## src/rtl/layer3_ctrl_pkg.sv

```systemverilog
// rtl/layer3_ctrl_pkg.sv - shared constants, state encoding and width helper for layer3_ctrl
//
// Purpose: single source of truth for the output-layer geometry (64 inputs per
// neuron, 10 neurons), the controller state encoding and the derived widths.
package layer3_ctrl_pkg;

  localparam int N_IN  = 64;
  localparam int N_OUT = 10;

  // Address/index width for a table of `depth` entries (never below 1 bit).
  function automatic int addr_w(input int depth);
    return (depth > 1) ? $clog2(depth) : 1;
  endfunction

  localparam int K_W      = addr_w(N_IN);
  localparam int N_W      = addr_w(N_OUT);
  localparam int W_ADDR_W = addr_w(N_IN * N_OUT);
  localparam int CLASS_W  = N_W;

  typedef enum logic [2:0] {
    S_IDLE,
    S_FETCH,
    S_DRAIN,
    S_CMP,
    S_DONE
  } state_t;

endpackage

```

## src/rtl/layer3_ctrl_argmax_tracker.sv

```systemverilog
// rtl/layer3_ctrl_argmax_tracker.sv - running signed argmax over the output logits
//
// Purpose: keeps the best (index, value) pair seen so far. load_i forces the
// first sample in; later samples replace it only when strictly greater, so a
// tie keeps the lower index.
// Ports:
//   clk_i, rst_i  clock, synchronous active-high reset
//   load_i        take value_i unconditionally (first neuron)
//   cmp_en_i      a logit sample is present this cycle
//   idx_i         neuron index of the sample
//   value_i       signed logit
//   class_o       index of the current maximum
//   max_o         current maximum value
module layer3_ctrl_argmax_tracker
  import layer3_ctrl_pkg::*;
#(
  parameter int ACC_W = 32
) (
  input  logic               clk_i,
  input  logic               rst_i,
  input  logic               load_i,
  input  logic               cmp_en_i,
  input  logic [CLASS_W-1:0] idx_i,
  input  logic [ACC_W-1:0]   value_i,
  output logic [CLASS_W-1:0] class_o,
  output logic [ACC_W-1:0]   max_o
);

  logic better;

  assign better = $signed(value_i) > $signed(max_o);

  always_ff @(posedge clk_i) begin
    if (rst_i) begin
      class_o <= '0;
      max_o   <= '0;
    end else if (cmp_en_i && (load_i || better)) begin
      class_o <= idx_i;
      max_o   <= value_i;
    end
  end

endmodule

```

## src/rtl/layer3_ctrl.sv

```systemverilog
// rtl/layer3_ctrl.sv - output-layer controller: streams 64x10 MAC terms, reports argmax class
//
// Purpose: on start, walks neurons n=0..9; for each one streams k=0..63 into the
// shared MAC, drains the read+MAC latency, samples the logit and feeds the
// argmax tracker. Reports the winning class/logit with a one-cycle done pulse.
// Ports:
//   clk_i, rst_i        clock, synchronous active-high reset
//   start_i             start pulse, only honoured in IDLE
//   x_addr_o, x_en_o    activation buffer read (address k)
//   w_addr_o, w_en_o    weight ROM read (address n*64+k)
//   mac_en_o            accumulate enable, read enable delayed by RD_LAT
//   mac_clear_o         marks the k=0 term so the MAC loads instead of adds
//   acc_i               signed MAC result
//   busy_o              high while a run is in progress, low in the done cycle
//   class_o, max_o      result, held until the next run completes
//   done_o              one-cycle completion pulse
module layer3_ctrl
  import layer3_ctrl_pkg::*;
#(
  parameter int ACC_W   = 32,
  parameter int RD_LAT  = 1,
  parameter int MAC_LAT = 1
) (
  input  logic                clk_i,
  input  logic                rst_i,
  input  logic                start_i,
  output logic [K_W-1:0]      x_addr_o,
  output logic                x_en_o,
  output logic [W_ADDR_W-1:0] w_addr_o,
  output logic                w_en_o,
  output logic                mac_en_o,
  output logic                mac_clear_o,
  input  logic [ACC_W-1:0]    acc_i,
  output logic                busy_o,
  output logic [CLASS_W-1:0]  class_o,
  output logic [ACC_W-1:0]    max_o,
  output logic                done_o
);

  localparam int DRAIN_CYC = RD_LAT + MAC_LAT;
  localparam int DC_W      = addr_w(DRAIN_CYC);
  localparam logic [K_W-1:0]  K_LAST  = K_W'(N_IN - 1);
  localparam logic [N_W-1:0]  N_LAST  = N_W'(N_OUT - 1);
  localparam logic [DC_W-1:0] DC_LAST = DC_W'(DRAIN_CYC - 1);

  state_t             state_q, state_d;
  logic [K_W-1:0]     k_q;
  logic [N_W-1:0]     n_q;
  logic [DC_W-1:0]    dc_q;
  logic [RD_LAT-1:0]  en_dly_q, clr_dly_q;
  logic [CLASS_W-1:0] trk_class, class_q;
  logic [ACC_W-1:0]   trk_max, max_q;
  logic               last_k, last_n, cmp_en;

  assign last_k = (k_q == K_LAST);
  assign last_n = (n_q == N_LAST);
  assign cmp_en = (state_q == S_CMP);

  always_comb begin
    state_d  = state_q;
    x_en_o   = 1'b0;
    w_en_o   = 1'b0;
    x_addr_o = '0;
    w_addr_o = '0;
    busy_o   = 1'b0;
    done_o   = 1'b0;
    case (state_q)
      S_IDLE: begin
        if (start_i) state_d = S_FETCH;
      end
      S_FETCH: begin
        x_en_o   = 1'b1;
        w_en_o   = 1'b1;
        x_addr_o = k_q;
        w_addr_o = W_ADDR_W'(n_q) * W_ADDR_W'(N_IN) + W_ADDR_W'(k_q);
        busy_o   = 1'b1;
        if (last_k) state_d = S_DRAIN;
      end
      S_DRAIN: begin
        busy_o = 1'b1;
        if (dc_q == DC_LAST) state_d = S_CMP;
      end
      S_CMP: begin
        busy_o  = 1'b1;
        state_d = last_n ? S_DONE : S_FETCH;
      end
      S_DONE: begin
        done_o  = 1'b1;
        state_d = S_IDLE;
      end
      default: state_d = S_IDLE;
    endcase
  end

  always_ff @(posedge clk_i) begin
    if (rst_i) begin
      state_q <= S_IDLE;
      k_q     <= '0;
      n_q     <= '0;
      dc_q    <= '0;
    end else begin
      state_q <= state_d;
      case (state_q)
        S_IDLE: begin
          if (start_i) begin
            k_q <= '0;
            n_q <= '0;
          end
        end
        S_FETCH: begin
          k_q  <= last_k ? '0 : k_q + K_W'(1);
          dc_q <= '0;
        end
        S_DRAIN: dc_q <= dc_q + DC_W'(1);
        S_CMP: begin
          if (!last_n) begin
            n_q <= n_q + N_W'(1);
            k_q <= '0;
          end
        end
        default: ;
      endcase
    end
  end

  // Read-latency delay line: the MAC sees enable/clear when the memory data lands.
  always_ff @(posedge clk_i) begin
    if (rst_i) begin
      en_dly_q  <= '0;
      clr_dly_q <= '0;
    end else begin
      en_dly_q[0]  <= x_en_o;
      clr_dly_q[0] <= x_en_o && (k_q == '0);
      for (int i = 1; i < RD_LAT; i++) begin
        en_dly_q[i]  <= en_dly_q[i-1];
        clr_dly_q[i] <= clr_dly_q[i-1];
      end
    end
  end

  assign mac_en_o    = en_dly_q[RD_LAT-1];
  assign mac_clear_o = clr_dly_q[RD_LAT-1];

  layer3_ctrl_argmax_tracker #(.ACC_W(ACC_W)) u_argmax (
    .clk_i    (clk_i),
    .rst_i    (rst_i),
    .load_i   (n_q == '0),
    .cmp_en_i (cmp_en),
    .idx_i    (CLASS_W'(n_q)),
    .value_i  (acc_i),
    .class_o  (trk_class),
    .max_o    (trk_max)
  );

  // The tracker starts overwriting at the first compare of a new run, so the
  // visible result is latched at done and shown straight from the tracker
  // during the done cycle itself.
  always_ff @(posedge clk_i) begin
    if (rst_i) begin
      class_q <= '0;
      max_q   <= '0;
    end else if (state_q == S_DONE) begin
      class_q <= trk_class;
      max_q   <= trk_max;
    end
  end

  assign class_o = (state_q == S_DONE) ? trk_class : class_q;
  assign max_o   = (state_q == S_DONE) ? trk_max   : max_q;

endmodule

```

## config.mk

```make
export PLATFORM = sky130hd
export DESIGN_NAME = layer3_ctrl
export DESIGN_NICKNAME = d
export VERILOG_FILES = /design/src/rtl/layer3_ctrl_pkg.sv /design/src/rtl/layer3_ctrl_argmax_tracker.sv /design/src/rtl/layer3_ctrl.sv
export SDC_FILE = /design/constraint.sdc
export NUM_CORES = 1
export LEC_CHECK = 0
export ABC_AREA = 1
export CORE_UTILIZATION = 31
export DETAILED_ROUTE_END_ITERATION = 12
export PLACE_DENSITY = 0.6
export REMOVE_ABC_BUFFERS = 1
export SLEW_MARGIN = 10
export SYNTH_ARGS = -nofsm -noshare
export SYNTH_HDL_FRONTEND = slang
export SYNTH_SLANG_ARGS = --single-unit
```

## constraint.sdc

```tcl
create_clock -name clk_i -period 4.15 [get_ports clk_i]
set_input_delay 0.83 -clock clk_i [delete_from_list [all_inputs] [get_ports clk_i]]
set_output_delay 0.83 -clock clk_i [all_outputs]
set_load 0.03 [all_outputs]
```

# --- After elaboration in Yosys (flattened, before gate mapping) ---
# Cells that the tools add are included.
totals:
  register_bits: 88
  inputBits: 35
  word_cells: 58
classes:
  n_addsub: 4
  n_lt_le_gt_ge: 1
  n_eq_ne: 10
  muxes: 20
  n_reduce_logical: 13
ops:
  columns: ["cell", "count"]
  rows:
  - ["$gt 32x32->1", 1]
  - ["$mux 32", 1]
  - ["$mux 6", 4]
  - ["$pmux 6 s3", 1]
  - ["$mux 3", 4]
  - ["$mux 4", 3]
  - ["$pmux 3 s4", 1]
  - ["$add 10x6->10", 1]
  - ["$mux 10", 1]
  - ["$reduce_and 3->1", 3]
  - ["$ne 2x2->1 const B", 4]
  - ["$pmux 4 s2", 1]
  - ["$add 6x1->6 const B", 1]
  - ["$eq 3x2->1 const B", 2]
  - ["$eq 6x6->1 const B", 1]
  - ["$logic_not 6->1", 1]
  - ["$add 4x1->4 const B", 1]
  - ["$eq 4x4->1 const B", 1]
  - ["$logic_not 4->1", 1]
  - ["$reduce_bool 2->1", 2]
  - ["$eq 3x1->1 const B", 1]
  - ["$eq 3x3->1 const B", 1]
  - ["$logic_not 3->1", 1]
  - ["$mux 1", 3]
  - ["other kinds (6)", 7]

# --- Logic depth before layout (Yosys ltp) ---
# Gate-level depths: netlist of the first run.
logic_depth:
  ltp_word: 3
  depth_mapped: 20

# --- By module ---
# From an unflattened synthesis of the first run, not the netlist that was laid out.
hier_totals:
  hier_cells: 725
  hier_area_um2: 5139.9
by_module_without_submodules:
  columns: ["mod", "n_inst", "cells_each", "area_each_um2", "seq_area_each_um2"]
  rows:
  - ["layer3_ctrl", 1, 346, 2618.8, 1041.0]
  - ["layer3_ctrl_argmax_tracker", 1, 379, 2521.2, 720.7]

# --- Least setup slack after synthesis of the first run ---
# Ideal clock, no wire load.
synth_timing:
  kind: "flip-flop to output port"
  startpoint: "reg state_q[0]"
  endpoint: "out x_addr_o[5]"
  t_arrival_ns: 2.217
  t_required_ns: 3.320
  setup_slack_ns: 1.103
  stages_incl_launch_ff: 9
  path_buffers: 2
  path_cell_list: "dfxtp_1 inv_1 nor2_1 inv_1 nor2_1 inv_1 clkbuf_1 nor2_1 buf_4"
synth_via:
  elab_chain_cells: 2
synth_lines:
  columns: ["item", "line", "text"]
  rows:
  - ["start: declaration", "layer3_ctrl.sv:46", "state_t state_q, state_d;"]
  - ["start signal: assignment", "layer3_ctrl.sv:102", "state_q <= state_d;"]
  - ["$eq 3x1->1", "layer3_ctrl.sv:67", "case (state_q)"]
  - ["$mux 6", "layer3_ctrl.sv:67", null]
  - ["end: declaration", "layer3_ctrl.sv:27", "output logic [K_W-1:0] x_addr_o,"]
# No other way between the ends.

# --- Worst setup path in the final report of the first run ---
layout_timing:
  startpoint: "reg state_q[1]"
  endpoint: "out max_o[17]"
layout_via:
  elab_chain_cells: 2
layout_lines:
  columns: ["item", "line", "text"]
  rows:
  - ["$eq 3x3->1", "layer3_ctrl.sv:169", "assign max_o = (state_q == S_DONE) ? trk_max : max_q;"]
  - ["$mux 32", null, null]
  - ["end: declaration", "layer3_ctrl.sv:36", "output logic [ACC_W-1:0] max_o,"]
# No other way between the ends.

==> results.py, run 1 <==
metrics = {
    "clocking": {
        "tritoncts": "built",
        "cts.root.buffer_cell": "sky130_fd_sc_hd__clkbuf_16",
        "clkTransAtPathRegs_ns": 0.06,
        "cts_sinks": 88,
        "cts_resized": 0,
        "cts-hold-fix-buffers": 0,
        "insertion_delay_ns": 0.35,
        "clock_tree.buffer_depth": 2,
        "htree_num_levels": 3,
        "cts_made_buffers": 9,
        "cts_setup_buffers": 0,
    },
    "timing": {
        "rsz0062_at_grt": "no",
        "timing.clock.skew_ns": 0.00508,
        "max_slew_margin_pct": 24.3,
        "timing_worst_slew_pin_value_ns": 1.13,
        "finalSetupViolations": 0,
        "worst_hold_slack_ns": 0.483,
        "max_clock_freq_mhz": 268,
        "hold_violation_count_in_the_final_report": 0,
        "final_clock_period_utilization_by_the_worst_path_pct": 89.8,
        "period_needed_ns": 3.73,
        "slew_violations": 0,
    },
    "critical_path": {
        "worst-endpoint-arrival_ns": 2.90,
        "setup.worst_path.end": "max_o[17]",
        "setup.worst_path.start": "state_q[1]",
        "worst_setup_start_kind": "flop",
        "worst_ep_required_time_ns": 3.32,
        "critPathCaptureType": "output pin",
        "worst-r2r-setup-slack_ns": 1.82,
        "critical_path.slowest_cell": "sky130_fd_sc_hd__inv_1",
        "cpMostUsedCell": "sky130_fd_sc_hd__inv_1",
        "critPathMaxStageDelay_ns": 0.81,
        "cp_cell_sequence": "nor2_1, inv_1, nor2_2, inv_1, o21ai_0, inv_1, clkdlybuf4s50_1",
        "regToRegEndpoint": "u_argmax.max_o[1]",
        "worstReg2RegStart": "u_argmax.max_o[31]",
        "criticalPathCategory": "reg -> out",
        "r2r_cells": 13,
        "crit_fanout": 36,
    },
    "synth": {
        "yosys.area.top_type_share_pct": 35.9,
        "yosysTopAreaCell": "sky130_fd_sc_hd__dfxtp_1",
        "synth.yosys.seq_area_share_pct": 35.9,
        "synth_warnings": 0,
        "synthCells": 706,
        "synthesis.area_mm2": 0.00491,
        "synth_seq_cells": 88,
        "synth.lib_cells_used.distinct": 29,
        "synth.avg_cell_area_um2": 6.95,
        "synth_top_cells_by_area": "sky130_fd_sc_hd__dfxtp_1, sky130_fd_sc_hd__inv_1, sky130_fd_sc_hd__ha_1, sky130_fd_sc_hd__nor2_1, sky130_fd_sc_hd__nand2_1",
    },
    "cells_and_area": {
        "layout.cells.most_common": "sky130_fd_sc_hd__inv_1",
        "multiInputGateArea_mm2": 0.00243,
        "register_cell_area_after_layout_mm2": 0.00176,
        "utilization_pct": 40.7,
        "final_net_count": 846,
        "share_of_cells_above_drive_strength_1_pct": 9.63,
        "fillers": 1669,
        "area_growth_syn_to_layout_pct": 27.1,
        "layout_common_cells": "sky130_fd_sc_hd__inv_1, sky130_fd_sc_hd__nor2_1, sky130_fd_sc_hd__clkdlybuf4s50_1, sky130_fd_sc_hd__nand2_1, sky130_fd_sc_hd__dfxtp_1",
    },
    "detailed_routing": {
        "avgViaCountPerCell": 4.39,
        "dr.pass1.iters": 6,
        "detailedRoute.firstIterationViolations": 183,
        "drt_drc_violations_left": 0,
        "ant_nets": 0,
        "vias": 4347,
        "routed_wirelength_mm": 11.5,
        "drt-wirelength-per-cell_um": 11.6,
    },
    "pwr": {
        "intPower_uw": 1820,
        "power_switching_uw": 902,
        "share_comb_of_total_power_pct": 28.8,
        "clock_power_share_pct": 34.1,
        "power.static_leakage_uw": 0.00297,
        "power_per_cell_area_mw_per_mm2": 436,
        "netSwitchingFraction_pct": 33.2,
        "max-vdd-ir-drop_v": 0.000527,
        "seq_power_share_pct": 37.1,
    },
    "die": {
        "die_w_um": 128,
        "top_level_ports": 93,
        "core_area_mm2": 0.0153,
        "die_area_mm2": 0.0163,
        "die_y_um": 128,
        "floorplan.initialDensity_pct": 32.1,
        "floorplan.rows": 45,
    },
    "global_routing": {
        "grt_start_max_net_pins": 74,
        "grt_antenna_before_repair": 0,
        "first_global_vias": 4030,
        "global_route_total_overflow": 0,
        "grt_first_pass_wirelength_mm": 19.5,
        "groute.usage.overall_pct": 15.1,
    },
    "hold_path": {
        "worstHoldPathType": "reg -> reg",
    },
    "place": {
        "placer_congestion_estimate": 0.801,
        "portbufs": 92,
        "place.detailed.hpwl_mm": 7.72,
    },
    "outcome": {
        "run_status": "finished, final reports clean",
    },
    "run": {
        "maxCapViolCount": 0,
    },
}
[Yosys cell counts]
master / instances
sky130_fd_sc_hd__a211oi_1: 1
sky130_fd_sc_hd__a21o_1: 1
sky130_fd_sc_hd__a21oi_1: 62
sky130_fd_sc_hd__a31oi_1: 3
sky130_fd_sc_hd__buf_1: 1
sky130_fd_sc_hd__buf_2: 2
sky130_fd_sc_hd__buf_4: 7
sky130_fd_sc_hd__buf_6: 7
sky130_fd_sc_hd__clkbuf_1: 22
sky130_fd_sc_hd__clkinv_1: 1
sky130_fd_sc_hd__dfxtp_1: 88
sky130_fd_sc_hd__ha_1: 37
sky130_fd_sc_hd__inv_1: 131
sky130_fd_sc_hd__nand2_1: 89
sky130_fd_sc_hd__nand2_2: 1
sky130_fd_sc_hd__nand2_8: 1
sky130_fd_sc_hd__nand3_1: 34
sky130_fd_sc_hd__nand3_2: 10
sky130_fd_sc_hd__nand3_4: 1
sky130_fd_sc_hd__nand4_1: 3
sky130_fd_sc_hd__nor2_1: 107
sky130_fd_sc_hd__nor2_2: 2
sky130_fd_sc_hd__nor3_1: 11
sky130_fd_sc_hd__nor3b_2: 1
sky130_fd_sc_hd__nor4_1: 1
sky130_fd_sc_hd__o21a_1: 2
sky130_fd_sc_hd__o21ai_0: 35
sky130_fd_sc_hd__o21ai_1: 8
sky130_fd_sc_hd__or2_2: 37
[worst min path at each step]
stage	startpoint	endpoint	cells past startpoint
6_report	dc_q	dc_q	2
5_1_grt	dc_q	dc_q	2
4_1_cts	dc_q	dc_q	2
3_5_place_dp	dc_q	dc_q	2
3_3_place_gp	dc_q	dc_q	2
2_1_floorplan	u_argmax.class_o[0]	u_argmax.class_o[0]	2
[flip-flops by register name, summed over array words and instances (netlist names)]
signal            cells
state_q               3
dc_q                  1
mac_en_o              1
u_argmax.max_o       32
mac_clear_o           1
u_argmax.class_o      4
k_q                   6
class_q               4
max_q                32
n_q                   4
[layout make-up]
cell class	count	area share [%]
Antenna cell	1	0.0401
Clock buffer	10	3.67
Clock inverter	6	1.72
Inverter	132	7.94
Multi-Input combinational cell	447	39.0
Sequential cell	88	28.2
Tap cell	211	4.23
Timing Repair Buffer	96	15.2
[critical path: cells and delay by family, from the launching register on]
kind / cells / cell delay (ns)
compound gates: 1 / 0.28
flops: 1 / 0.42
simple gates: 2 / 0.14
buf+inv: 4 / 1.70
[power groups by stage]
stage	Combinational (uW)	Sequential, uW	Clock [uW]
global placement	784	1030	0
detailed placement	786	1030	0
global route	908	1020	991
floorplan	564	1010	0
CTS	792	1010	958
finish	782	1010	927
[layer usage]
metal | wire [um] | track usage (%)
met1 | 5490 | 19.3
met5 | 0 | 0
met2 | 5180 | 24.8
met4 | 93 | 3.32
met3 | 706 | 4.84
[metrics by stage]
step           TNS [ns]  cells  area, um^2  setup WS [ns]  total power [uW]
3_5_place_dp          0    974        5900          0.775              1810
5_1_grt               0    990        6240          0.117              2920
4_1_cts               0    990        6240          0.363              2760
6_report              0    991        6240          0.424              2720
2_1_floorplan    -0.232    667        4680        -0.0803              1580
3_3_place_gp          0    974        5900          0.838              1810
[cell families after synthesis]
family	share of synthesized area (%)
simple gates	28.2
compound gates	11.7
fa+ha+maj	9.43
flops	35.9
buf+inv	14.7
Note: power is estimated with default switching activity, not from simulation.
==> run 2, diff against run 1 <==
- CORE_UTILIZATION: 31 -> 35
- PLACE_DENSITY: 0.6 -> 0.65
==> results.py, run 2 (synthesis results as in run 1) <==
metrics = {
    "outcome": {
        "run_status": "finished, final reports clean",
    },
    "global_routing": {
        "grt_antenna_before_repair": 0,
        "first_global_vias": 3964,
        "global_route_total_overflow": 0,
        "grt_start_max_net_pins": 74,
        "groute.usage.overall_pct": 16.3,
        "grt_first_pass_wirelength_mm": 18.7,
    },
    "clocking": {
        "cts.root.buffer_cell": "sky130_fd_sc_hd__clkbuf_16",
        "clock_tree.buffer_depth": 2,
        "clkTransAtPathRegs_ns": 0.06,
        "cts_made_buffers": 9,
        "tritoncts": "built",
        "cts_resized": 0,
        "cts_setup_buffers": 0,
        "htree_num_levels": 3,
        "cts-hold-fix-buffers": 0,
        "cts_sinks": 88,
        "insertion_delay_ns": 0.34,
    },
    "timing": {
        "post_route_setup_tns_ns": 0,
        "period_needed_ns": 3.68,
        "timing.clock.skew_ns": 0.00553,
        "max_clock_freq_mhz": 272,
        "final_clock_period_utilization_by_the_worst_path_pct": 88.7,
        "finalSetupViolations": 0,
        "hold_violation_count_in_the_final_report": 0,
        "max_slew_margin_pct": 26.4,
        "worst_hold_slack_ns": 0.476,
        "slew_violations": 0,
        "timing_worst_slew_pin_value_ns": 1.10,
        "rsz0062_at_grt": "no",
    },
    "detailed_routing": {
        "vias": 4334,
        "avgViaCountPerCell": 4.54,
        "routed_wirelength_mm": 11.2,
        "drt_drc_violations_left": 0,
        "detailedRoute.firstIterationViolations": 234,
        "ant_nets": 0,
        "dr.pass1.iters": 5,
        "drt-wirelength-per-cell_um": 11.7,
    },
    "pwr": {
        "share_comb_of_total_power_pct": 29.4,
        "design_power_total_uw": 2670,
        "clock_power_share_pct": 32.9,
        "power_switching_uw": 880,
        "intPower_uw": 1790,
        "netSwitchingFraction_pct": 33.0,
        "max-vdd-ir-drop_v": 0.000435,
        "seq_power_share_pct": 37.7,
        "power_per_cell_area_mw_per_mm2": 432,
        "power.static_leakage_uw": 0.00297,
    },
    "critical_path": {
        "cpMostUsedCell": "sky130_fd_sc_hd__inv_1",
        "cp_top_family": "buffers and inverters",
        "critPathCaptureType": "output pin",
        "number_of_buffers_and_inverters_on_the_critical_path": 4,
        "criticalPathCategory": "reg -> out",
        "cp_cell_sequence": "nor2_1, inv_1, nor2_2, inv_1, o21ai_0, inv_1, clkdlybuf4s50_1",
        "critPathMaxStageDelay_ns": 0.79,
        "worst-endpoint-arrival_ns": 2.85,
        "worst_ep_required_time_ns": 3.32,
        "worst-r2r-setup-slack_ns": 1.77,
        "worst_setup_start_kind": "flop",
        "critical_path.slowest_cell": "sky130_fd_sc_hd__inv_1",
        "crit_fanout": 36,
    },
    "cells_and_area": {
        "share_of_cells_above_drive_strength_1_pct": 9.51,
        "fillers": 1458,
        "insertedDiodeCount": 0,
        "area_growth_syn_to_layout_pct": 25.9,
        "final_net_count": 846,
        "top_regs": "max_q: 32 flops, u_argmax.max_o: 32 flops, k_q: 6 flops",
        "layout_common_cells": "sky130_fd_sc_hd__inv_1, sky130_fd_sc_hd__nor2_1, sky130_fd_sc_hd__clkdlybuf4s50_1, sky130_fd_sc_hd__nand2_1, sky130_fd_sc_hd__dfxtp_1",
        "layout.cells.most_common": "sky130_fd_sc_hd__inv_1",
    },
    "die": {
        "floorplan.rows": 42,
        "die_area_mm2": 0.0145,
        "top_level_ports": 93,
        "core_area_mm2": 0.0135,
        "floorplan.initialDensity_pct": 36.5,
        "die_w_um": 120,
        "die_y_um": 120,
    },
    "place": {
        "place.detailed.hpwl_mm": 7.56,
        "portbufs": 92,
        "placer_congestion_estimate": 0.794,
    },
    "hold_path": {
        "worstHoldPathType": "reg -> reg",
    },
    "run": {
        "maxCapViolCount": 0,
    },
}
==> run 2: layout make-up <==
class | instances | area (um^2) | area share [%]
sequential | 88 | 1760 | 28.5
multi-input combinational | 447 | 2430 | 39.4
clock inverter | 3 | 65.1 | 1.05
timing repair buffer | 96 | 946 | 15.3
tap | 176 | 220 | 3.56
clock buffer | 12 | 256 | 4.15
inverter | 132 | 495 | 8.02
==> run 2: worst register-to-register path, stage by stage (launching register included) <==
cell and delay [ns]:
sky130_fd_sc_hd__dfxtp_1 0.37, sky130_fd_sc_hd__inv_1 0.06, sky130_fd_sc_hd__ha_1 0.29, sky130_fd_sc_hd__nand2_1 0.07, sky130_fd_sc_hd__nor2_1 0.23, sky130_fd_sc_hd__nand3_1 0.12, sky130_fd_sc_hd__nor3b_2 0.16, sky130_fd_sc_hd__nand2_1 0.08
sky130_fd_sc_hd__nand3_1 0.11, sky130_fd_sc_hd__nand3_4 0.11, sky130_fd_sc_hd__nand2_8 0.36, sky130_fd_sc_hd__nand3_1 0.14, sky130_fd_sc_hd__nand2_1 0.10, sky130_fd_sc_hd__nor2_1 0.06
==> run 2: final timing paths <==
| check | from | endpoint | depth (start not counted) |
|---|---|---|---|
| setup / recovery | state_q[1] | class_o[0] | 7 |
| hold / removal | dc_q | dc_q | 2 |
| setup reg to reg | u_argmax.max_o[23] | u_argmax.max_o[6] | 13 |
| hold reg to reg | dc_q | dc_q | 2 |
==> run 2: power groups by stage <==
stage	combinational (uW)	sequential [uW]	clock, uW
floorplan	564	1010	0
global placement	781	1020	0
detailed placement	786	1020	0
CTS	792	1010	906
global route	894	1020	942
finish	784	1010	876
==> run 2: per-layer routing <==
layer	up-vias	track usage [%]	routed length, um
met5	-	0	0
met4	0	4.17	91
met3	5	5.42	769
met2	90	26.5	4990
met1	1926	20.6	5340
li1	2313	-	-
==> run 2: stage by stage <==
step / worst slack [ns] / cells / util, % / instance area [um^2]
2_1_floorplan: -0.0803 / 667 / - / 4680
3_3_place_gp: 0.826 / 939 / 43.5 / 5860
3_5_place_dp: 0.793 / 939 / 43.5 / 5860
4_1_cts: 0.393 / 954 / 45.9 / 6180
5_1_grt: 0.113 / 954 / 45.9 / 6180
6_report: 0.471 / 954 / 45.9 / 6180
